===== src/rtl/rom_port_arbiter.sv =====
// Arbitrates the single synchronous-read ROM port between CPU byte fetches and sprite row bursts.
// Define ARB_ROUND_ROBIN_EN for alternating grants on contention; default is fixed CPU priority.
module rom_port_arbiter #(
    parameter int unsigned AW = 14,
    parameter int unsigned DW = 8
) (
    input  logic          clk,
    input  logic          reset_n,
    input  logic          cpu_req,
    input  logic [AW-1:0] cpu_addr,
    output logic          cpu_gnt,
    output logic          cpu_rvalid,
    output logic [DW-1:0] cpu_rdata,
    input  logic          spr_req,
    input  logic [AW-1:0] spr_addr,
    input  logic [3:0]    spr_len,
    output logic          spr_gnt,
    output logic          spr_rvalid,
    output logic [DW-1:0] spr_rdata,
    output logic          spr_done,
    output logic [AW-1:0] mem_addr,
    input  logic [DW-1:0] mem_dout
);

    localparam int unsigned LW = 4;

    typedef enum logic {
        IDLE  = 1'b0,
        BURST = 1'b1
    } state_e;

    state_e        state_q, state_d;
    logic [AW-1:0] addr_q, addr_d;
    logic [LW-1:0] rem_q, rem_d;
    logic [AW-1:0] hold_q;
    logic          cpu_rvalid_q;
    logic          spr_rvalid_q;
    logic          spr_done_q;
    logic          cpu_win_c;
    logic          spr_iss_c;
    logic          last_iss_c;

`ifdef ARB_ROUND_ROBIN_EN
    logic last_spr_q, last_spr_d;

    // On contention the CPU wins only if the sprite engine was granted last.
    assign cpu_win_c = cpu_req & (~spr_req | last_spr_q);

    always_comb begin
        last_spr_d = last_spr_q;
        if (cpu_gnt) begin
            last_spr_d = 1'b0;
        end else if (spr_gnt) begin
            last_spr_d = 1'b1;
        end
    end

    always_ff @(posedge clk or negedge reset_n) begin
        if (!reset_n) begin
            last_spr_q <= 1'b1;
        end else begin
            last_spr_q <= last_spr_d;
        end
    end
`else
    assign cpu_win_c = cpu_req;
`endif

    // Arbitration, burst sequencing and ROM address selection.
    always_comb begin
        state_d    = state_q;
        addr_d     = addr_q;
        rem_d      = rem_q;
        mem_addr   = hold_q;
        cpu_gnt    = 1'b0;
        spr_gnt    = 1'b0;
        spr_iss_c  = 1'b0;
        last_iss_c = 1'b0;
        case (state_q)
            IDLE: begin
                if (reset_n) begin
                    if (cpu_win_c) begin
                        cpu_gnt  = 1'b1;
                        mem_addr = cpu_addr;
                    end else if (spr_req) begin
                        spr_gnt   = 1'b1;
                        spr_iss_c = 1'b1;
                        mem_addr  = spr_addr;
                        addr_d    = spr_addr + AW'(1);
                        // A length of 0 wraps to 15 remaining, i.e. a 16-byte burst.
                        rem_d     = spr_len - LW'(1);
                        if (rem_d == LW'(0)) begin
                            last_iss_c = 1'b1;
                        end else begin
                            state_d = BURST;
                        end
                    end
                end
            end
            BURST: begin
                mem_addr  = addr_q;
                addr_d    = addr_q + AW'(1);
                rem_d     = rem_q - LW'(1);
                spr_iss_c = 1'b1;
                if (rem_q == LW'(1)) begin
                    last_iss_c = 1'b1;
                    state_d    = IDLE;
                end
            end
            default: begin
                state_d = IDLE;
            end
        endcase
    end

    always_ff @(posedge clk or negedge reset_n) begin
        if (!reset_n) begin
            state_q      <= IDLE;
            addr_q       <= '0;
            rem_q        <= '0;
            hold_q       <= '0;
            cpu_rvalid_q <= 1'b0;
            spr_rvalid_q <= 1'b0;
            spr_done_q   <= 1'b0;
        end else begin
            state_q      <= state_d;
            addr_q       <= addr_d;
            rem_q        <= rem_d;
            hold_q       <= mem_addr;
            cpu_rvalid_q <= cpu_gnt;
            spr_rvalid_q <= spr_iss_c;
            spr_done_q   <= last_iss_c;
        end
    end

    assign cpu_rvalid = cpu_rvalid_q;
    assign spr_rvalid = spr_rvalid_q;
    assign spr_done   = spr_done_q;
    assign cpu_rdata  = mem_dout;
    assign spr_rdata  = mem_dout;

endmodule


===== config.mk =====
export PLATFORM = sky130hd
export DESIGN_NAME = rom_port_arbiter
export DESIGN_NICKNAME = d
export VERILOG_FILES = /design/src/rtl/rom_port_arbiter.sv
export SDC_FILE = /design/constraint.sdc
export NUM_CORES = 1
export LEC_CHECK = 0
export CAP_MARGIN = 20
export CORE_MARGIN = 4
export CORE_UTILIZATION = 45
export CTS_BUF_LIST = sky130_fd_sc_hd__clkbuf_4 sky130_fd_sc_hd__clkbuf_8
export DETAILED_ROUTE_END_ITERATION = 7
export PLACE_DENSITY = 0.73
export SLEW_MARGIN = 20
export SYNTH_ARGS = -nofsm -noshare
export SYNTH_HDL_FRONTEND = slang
export SYNTH_SLANG_ARGS = --single-unit

===== constraint.sdc =====
create_clock -name clk -period 8.3 [get_ports clk]
set_input_delay 1.245 -clock clk [delete_from_list [all_inputs] [get_ports clk]]
set_output_delay 1.245 -clock clk [all_outputs]
set_load 0.02 [all_outputs]

==> results.json, run 1 <==
{
  "synth.area.top_cells": "dfrtp_1 (34%), buf_4 (5.1%), nand2_1 (5.0%), nor2_1 (4.9%), mux2i_1 (3.4%)",
  "place_congestion": 0.824,
  "syn_to_final_growth_pct": 20.8,
  "fin_ws_ns": 3.41,
  "ios": 79,
  "ys_types": 48,
  "grt_remaining_overflow": 0,
  "dieWidth_um": 84.5,
  "setup_tns_ns": 0,
  "drv_cap": 0,
  "pre_cts_ws_ns": 3.39,
  "syn_inst": 308,
  "post-route-drc-count": 0,
  "dp.final_hpwl_um": 4550,
  "grt_antenna_before_repair": 0,
  "die-area_um2": 7130,
  "syn_area_um2": 2630,
  "yosysTopAreaCellShare": 0.342,
  "ys_ff_latch": 36,
  "status": "complete, no violations",
  "clock_latency_ns": 0.29,
  "cts_resized": 0,
  "start_kind": "input pin",
  "firstDrtPassIters": 4,
  "fin_worst_skew_ns": 0.00673,
  "std_cell_rows": 27,
  "htree_levels": 2,
  "cts_sinks": 36,
  "root_buffer": "clkbuf_8",
  "design_area_um2": 3180,
  "worstSetupPathType": "in2out",
  "tightestPinTransition_ns": 0.789,
  "numCtsBuffers": 5,
  "vias_per_cell": 5.60,
  "fp.coreArea_um2": 5570,
  "power.leakage_uw": 0.00134,
  "drtAntennaViolNets": 0,
  "clock.fmax_mhz": 204,
  "wirelength_um": 6330,
  "fill_cells": 502,
  "setup_viol_count_final": 0,
  "clockBufferDepth": 2,
  "die_y_um": 84.5,
  "crit_arrival_ns": 3.65,
  "period_share": 0.590,
  "port_buffers": 54,
  "yosysWarnings": 0,
  "powerDensity_nw_per_um2": 325,
  "placed_area_um2": 3080,
  "grt_max_degree": 86,
  "maxSlewViolCount": 0,
  "ys.flop_type": "dfrtp_1",
  "postCtsHoldBufs": 0,
  "syn_avg_cell_area_um2": 8.54,
  "final_nets": 387,
  "synth_edf_count": 0,
  "endpoint_kind": "output pin",
  "grt_pass1_wl_um": 10700,
  "layout-drive-gt1-share": 0.0737,
  "rsz0062_at_grt": "no",
  "drt_iter0_drc": 213,
  "antenna_cells": 0,
  "path_max_fanout": 22,
  "routedWlPerCell_um": 15.4,
  "min_period_ns": 4.89,
  "ir_worst_vdd_mv": 0.190,
  "num_vias": 2300,
  "relSlewSlack": 0.473,
  "grt_pass1_vias": 2276,
  "fin_hold_ws_ns": 0.548,
  "cts_setup_buffers": 0,
  "hold_violations": 0,
  "clkSlewWorstSetupHoldPaths_ns": 0.08,
  "async_flop_share": 1.00,
  "yosys.area.top_type": "dfrtp_1",
  "cts_tree": "done",
  "grt.total_usage": 0.181,
  "initial_utilization": 0.472,
  "ys_seq_area_frac": 0.342,
  "required_ns": 7.05,
  "synth_nets": 357,
  "hold_path.class": "reg2reg"
}
## power by group
part / total [µW] / internal, µW / switching (µW)
logic: 557 / 255 / 302
clock network: 144 / 79.1 / 64.7
registers: 331 / 260 / 71.3
## worst max-delay path, cell delays in order
cell and delay [ns]:
clkdlybuf4s50_1 0.98, o21a_1 0.37, nor2_1 0.07, a211o_1 0.27
nand2_1 0.09, clkdlybuf4s50_1 0.61
## final timing paths
check	from	to	slack (ns)	depth (start not counted)
setup / recovery	cpu_req	mem_addr[9]	3.41	6
max in group asynchronous	reset_n	hold_q[2]	6.63	2
hold / removal	addr_q[1]	addr_q[1]	0.55	1
hold reg to reg	addr_q[1]	addr_q[1]	0.55	1
min in group asynchronous	reset_n	addr_q[11]	0.93	1
setup reg to reg	state_q	addr_q[10]	5.59	8
## stage by stage
stage / power, µW / util / std cells
2_1_floorplan: 717 / - / 308
3_3_place_gp: 879 / 0.552 / 403
3_5_place_dp: 891 / 0.552 / 403
4_1_cts: 1040 / 0.570 / 411
5_1_grt: 1110 / 0.570 / 411
6_report: 1030 / 0.570 / 411
## sequential cells by signal, summed over array words and instances (netlist names)
signal	cells
addr_q	14
spr_rvalid	1
rem_q	4
spr_done	1
cpu_rvalid	1
state_q	1
hold_q	14
## cells by family after synthesis
logic type,after synthesis,synth area share
simple gates,107,0.200
compound gates,82,0.220
buf+inv,45,0.0951
flops,36,0.342
xor+xnor,19,0.0632
mux,14,0.0556
fa+ha+maj,5,0.0238
## area by class of cell
| class | count | area [µm²] | share of cell area |
|---|---|---|---|
| clock buffers | 8 | 104 | 0.0327 |
| inverters | 10 | 37.5 | 0.0118 |
| multi-input cells | 227 | 1480 | 0.466 |
| flip-flops and latches | 36 | 902 | 0.284 |
| well taps | 72 | 90.1 | 0.0283 |
| repair buffers | 58 | 566 | 0.178 |
## synthesized netlist by cell type, types with 8 or more instances
library cell,instances
a21oi_1,8
buf_4,18
clkbuf_1,8
dfrtp_1,36
inv_1,10
mux2i_1,9
nand2_1,35
nand3_1,10
nor2_1,34
o21ai_0,18
xnor2_1,9
xor2_1,10
## placed cells by master (no fill, tap or decap), types with 3 or more instances in the layout
cell             count
nand4_1              3
nor3b_1              4
xor2_1              10
mux2_2               5
a211o_1              4
ha_1                 5
nor2b_1              5
a211oi_1             6
mux2i_1              9
o22a_1               7
buf_4                4
dfrtp_1             35
o21ai_0             18
nand3b_1             3
and2_1               3
clkbuf_8             7
xnor2_1              9
a21oi_1              8
o22ai_1              6
clkdlybuf4s50_1     53
nand2_1             35
o31ai_1              7
nand3_1             10
inv_1               10
a31oi_1              3
nor2_1              34
nor3_1               3
o21ai_1              3
a22o_1               5
## routing by layer
metal	routed length (µm)	up-vias	global-route usage
met5	0	-	0
li1	-	1139	-
met2	2940	72	0.287
met1	2920	1082	0.246
met3	399	7	0.0402
met4	69	0	0.0604
Note: power is estimated with default switching activity, not from simulation.
==> run 2, diff against run 1 <==
--- a/config.mk
+++ b/config.mk
@@ -7,10 +7,10 @@
 export LEC_CHECK = 0
 export CAP_MARGIN = 20
 export CORE_MARGIN = 4
-export CORE_UTILIZATION = 45
+export CORE_UTILIZATION = 44
 export CTS_BUF_LIST = sky130_fd_sc_hd__clkbuf_4 sky130_fd_sc_hd__clkbuf_8
 export DETAILED_ROUTE_END_ITERATION = 7
-export PLACE_DENSITY = 0.73
+export PLACE_DENSITY = 0.75
 export SLEW_MARGIN = 20
 export SYNTH_ARGS = -nofsm -noshare
 export SYNTH_HDL_FRONTEND = slang
==> constraint.sdc (replaced) <==
create_clock -name clk -period 4.05 [get_ports clk]
set_input_delay 0.6075 -clock clk [delete_from_list [all_inputs] [get_ports clk]]
set_output_delay 0.6075 -clock clk [all_outputs]
set_load 0.02 [all_outputs]
==> results.json, run 2 (synthesized netlist as in run 1, its figures left out) <==
{
  "setup_viol_count_final": 0,
  "layout-drive-gt1-share": 0.0845,
  "grt_antenna_before_repair": 0,
  "grt_max_degree": 56,
  "post-route-drc-count": 0,
  "clockBufferDepth": 2,
  "reg_top3": "addr_q: 14 flops, hold_q: 14 flops, rem_q: 4 flops",
  "ir_worst_vdd_mv": 0.326,
  "final_util": 0.568,
  "clkSlewWorstSetupHoldPaths_ns": 0.07,
  "root_buffer": "clkbuf_8",
  "required_ns": 3.44,
  "setup_tns_ns": 0,
  "routedWlPerCell_um": 15.5,
  "combinationalPowerShare": 0.513,
  "status": "complete, no violations",
  "relSlewSlack": 0.418,
  "grt.total_usage": 0.185,
  "syn_to_final_growth_pct": 21.7,
  "dp.final_hpwl_um": 4740,
  "swShare": 0.423,
  "cts_setup_buffers": 0,
  "std_cell_rows": 27,
  "p_int_uw": 1220,
  "firstDrtPassIters": 4,
  "rr_worst_depth": 7,
  "pwr-share-clk": 0.132,
  "initial_utilization": 0.466,
  "cts_resized": 0,
  "multiInputGateArea_um2": 1480,
  "wirelength_um": 6450,
  "topRoutingLayerUsed": "met4",
  "path_cells": "clkdlybuf4s50_1, nand2_1, or2_2, nor2_1, clkdlybuf4s50_1",
  "power_switching_uw": 893,
  "start_kind": "input pin",
  "rsz0062_at_grt": "no",
  "maxSlewViolCount": 0,
  "final_cell_mix": "clkdlybuf4s50_1 (53), nand2_1 (35), dfrtp_1 (35)",
  "wl_met3_um": 498,
  "final_common_cell": "clkdlybuf4s50_1",
  "crit_family": "buffers and inverters",
  "cts_sinks": 36,
  "drtAntennaViolNets": 0,
  "fill_cells": 491,
  "port_buffers": 54,
  "cpMaxStageDelayCell": "clkdlybuf4s50_1",
  "postCtsHoldBufs": 0,
  "hold_violations": 0,
  "dieWidth_um": 85.3,
  "grt_remaining_overflow": 0,
  "hold_path.class": "in2async",
  "crit_arrival_ns": 2.87,
  "wl_met1_um": 2890,
  "worstSetupPathType": "in2out",
  "ios": 79,
  "die-area_um2": 7280,
  "drv_cap": 0,
  "final_nets": 391,
  "clock_latency_ns": 0.29,
  "fin_ws_ns": 0.575,
  "crit_cells": 5,
  "powerDensity_nw_per_um2": 658,
  "max_stage_delay_ns": 0.78,
  "path_max_fanout": 16,
  "tightestPinTransition_ns": 0.873,
  "drt_iter0_drc": 229,
  "cp_common_cell": "clkdlybuf4s50_1",
  "antenna_cells": 0,
  "num_vias": 2333,
  "clock.fmax_mhz": 288,
  "register_area_um2": 902,
  "fin_worst_skew_ns": 0.00611,
  "min_period_ns": 3.48,
  "fp.coreArea_um2": 5640,
  "grt_pass1_vias": 2246,
  "htree_levels": 2,
  "numCtsBuffers": 5,
  "period_share": 0.858,
  "power.leakage_uw": 0.00136,
  "die_y_um": 85.3,
  "grt_pass1_wl_um": 11000,
  "pwr-share-seq": 0.355,
  "vias_per_cell": 5.62,
  "cts_tree": "done",
  "critPathBufInv": 2,
  "place_congestion": 0.890,
  "endpoint_kind": "output pin",
  "pre_cts_ws_ns": 0.583,
  "wl_met2_um": 3010
}
## run 2: cell count changes in the layout (fill, tap and decap cells not counted), sizes merged
cell / delta
buf: +4
## run 2: final timing paths
| path | start | to | slack, ns |
|---|---|---|---|
| min reg2reg | addr_q[0] | addr_q[0] | 0.53 |
| max reg2reg | state_q | addr_q[10] | 1.38 |
| min | reset_n | addr_q[8] | 0.27 |
| max | spr_req | spr_gnt | 0.57 |
| min in group clk | addr_q[0] | addr_q[0] | 0.53 |
| max in group asynchronous | reset_n | hold_q[13] | 3.21 |
## run 2: area by class of cell
type	instances	area share
inverters	10	0.0117
well taps	72	0.0281
repair buffers	62	0.186
clock buffers	8	0.0305
multi-input cells	227	0.462
flip-flops and latches	36	0.282
## run 2: per-layer routing
layer  GRT usage  vias to the layer above
met5           0                        -
met3      0.0398                        4
li1            -                     1148
met1       0.257                     1097
met2       0.290                       84
met4      0.0489                        0
## run 2: power by group through the flow
stage / Clock (µW) / Sequential [µW] / Combinational [µW]
6_report: 279 / 748 / 1080
5_1_grt: 299 / 780 / 1190
4_1_cts: 288 / 745 / 1090
3_5_place_dp: 0 / 750 / 1090
3_3_place_gp: 0 / 746 / 1060
2_1_floorplan: 0 / 656 / 813
## run 2: stage by stage
stage / cell area [µm²] / std cells / power, µW / hold WS, ns
after floorplan: 2630 / 308 / 1470 / 0.312
after global placement: 3110 / 407 / 1810 / 0.496
after detailed placement: 3110 / 407 / 1840 / 0.507
after CTS: 3200 / 415 / 2120 / 0.278
after global routing: 3200 / 415 / 2270 / 0.311
final: 3200 / 415 / 2110 / 0.271
==> run 3, diff against run 2 <==
--- a/config.mk
+++ b/config.mk
@@ -6,7 +6,7 @@
 export NUM_CORES = 1
 export LEC_CHECK = 0
 export CAP_MARGIN = 20
-export CORE_MARGIN = 4
+export CORE_MARGIN = 1
 export CORE_UTILIZATION = 44
 export CTS_BUF_LIST = sky130_fd_sc_hd__clkbuf_4 sky130_fd_sc_hd__clkbuf_8
 export DETAILED_ROUTE_END_ITERATION = 7
@@ -15,3 +15,4 @@
 export SYNTH_ARGS = -nofsm -noshare
 export SYNTH_HDL_FRONTEND = slang
 export SYNTH_SLANG_ARGS = --single-unit
+export TNS_END_PERCENT = 100
==> results.json, run 3 (synthesized netlist as in run 1, its figures left out) <==
{
  "port_buffers": 54,
  "crit_family": "buffers and inverters",
  "rr_startpoint": "state_q",
  "grt_pass1_vias": 2308,
  "clockBufferDepth": 2,
  "min_period_ns": 3.26,
  "die_y_um": 79.3,
  "die-area_um2": 6290,
  "num_vias": 2342,
  "routedWlPerCell_um": 15.4,
  "dp_cells": 409,
  "ir_worst_vdd_mv": 0.336,
  "firstDrtPassIters": 5,
  "worstSetupPathType": "in2out",
  "grt_remaining_overflow": 0,
  "cts_resized": 0,
  "relSlewSlack": 0.290,
  "post-route-drc-count": 0,
  "initial_utilization": 0.466,
  "antenna_cells": 0,
  "cp_common_cell": "clkdlybuf4s50_1",
  "endpoint_kind": "output pin",
  "layout-drive-gt1-share": 0.0899,
  "start_kind": "input pin",
  "drv_cap": 0,
  "setup_viol_count_final": 0,
  "required_ns": 3.44,
  "fin_worst_skew_ns": 0.00671,
  "hold_path.class": "in2async",
  "grt_pass1_wl_um": 10900,
  "powerDensity_nw_per_um2": 667,
  "crit_arrival_ns": 2.65,
  "path_cells": "clkdlybuf4s50_1, nand2_1, o22a_1, nor2_1, o31ai_1, clkdlybuf4s50_1",
  "wirelength_um": 6420,
  "clock_latency_ns": 0.29,
  "clkSlewWorstSetupHoldPaths_ns": 0.08,
  "rsz0062_at_grt": "no",
  "final_nets": 393,
  "topRoutingLayerUsed": "met4",
  "final_cell_mix": "clkdlybuf4s50_1 (53), nand2_1 (35), dfrtp_1 (35)",
  "cts_sinks": 36,
  "cpMaxStageDelayCell": "clkdlybuf4s50_1",
  "setup_tns_ns": 0,
  "drt_iter0_drc": 133,
  "tightestPinTransition_ns": 1.06,
  "wl_met2_um": 2990,
  "syn_to_final_growth_pct": 22.8,
  "grt_antenna_before_repair": 0,
  "maxSlewViolCount": 0,
  "numCtsBuffers": 5,
  "critPathBufInv": 2,
  "dieWidth_um": 79.3,
  "period_share": 0.805,
  "hold_violations": 0,
  "reg_top3": "addr_q: 14 flops, hold_q: 14 flops, rem_q: 4 flops",
  "htree_levels": 2,
  "wl_met3_um": 419,
  "path_max_fanout": 8,
  "clock.fmax_mhz": 307,
  "cts_setup_buffers": 0,
  "postCtsHoldBufs": 0,
  "fp.coreArea_um2": 5640,
  "vias_per_cell": 5.62,
  "dp.final_hpwl_um": 4710,
  "ios": 79,
  "critical_path.startpoint": "spr_req",
  "place_congestion": 0.850,
  "wl_met1_um": 2920,
  "cts_tree": "done",
  "root_buffer": "clkbuf_8",
  "grt_max_degree": 66,
  "final_common_cell": "clkdlybuf4s50_1",
  "std_cell_rows": 27,
  "grt.total_usage": 0.221,
  "power.leakage_uw": 0.00137,
  "drtAntennaViolNets": 0,
  "max_stage_delay_ns": 0.67,
  "status": "complete, no violations",
  "layoutNonFillerInstCount": 417,
  "total_power_uw": 2160
}
## run 3: changes by cell type in the layout (fill, tap and decap cells not counted), sizes merged
cell / change
clkbuf: -2
bufinv: +1
clkinv: +1
buf: +2
## run 3: final timing paths
check	to	slack [ns]	depth (start not counted)
max	mem_addr[3]	0.79	6
min	addr_q[6]	0.16	1
max reg2reg	addr_q[10]	1.19	7
min reg2reg	addr_q[1]	0.54	1
max in group asynchronous	state_q	3.33	2
min in group clk	addr_q[1]	0.54	1
## run 3: metrics by stage
step	util	setup WS, ns	instance area [µm²]	hold WS, ns
after detailed placement	0.553	0.795	3120	0.467
after floorplan	-	1.38	2630	0.312
after global placement	0.553	0.786	3120	0.473
after global routing	0.573	0.584	3230	0.153
final	0.573	0.791	3230	0.159
after CTS	0.573	0.774	3230	0.150
## run 3: power breakdown
part | switching, µW | total (µW) | internal, µW
sequential | 235 | 767 | 532
clock | 130 | 319 | 189
combinational | 537 | 1070 | 533
total | 902 | 2160 | 1250
## run 3: routing by layer
metal | vias up | global-route usage
met5 | - | 0
met4 | 0 | 0.0709
met3 | 8 | 0.0517
met2 | 83 | 0.353
met1 | 1097 | 0.295
li1 | 1154 | -
## run 3: area by class of cell
type,instances,area [µm²]
fill,496,2410
tap,72,90.1
sequential,36,902
timing repair buffer,64,611
inverter,10,37.5
clock inverter,2,35.0
clock buffer,6,76.3
multi-input combinational,227,1480
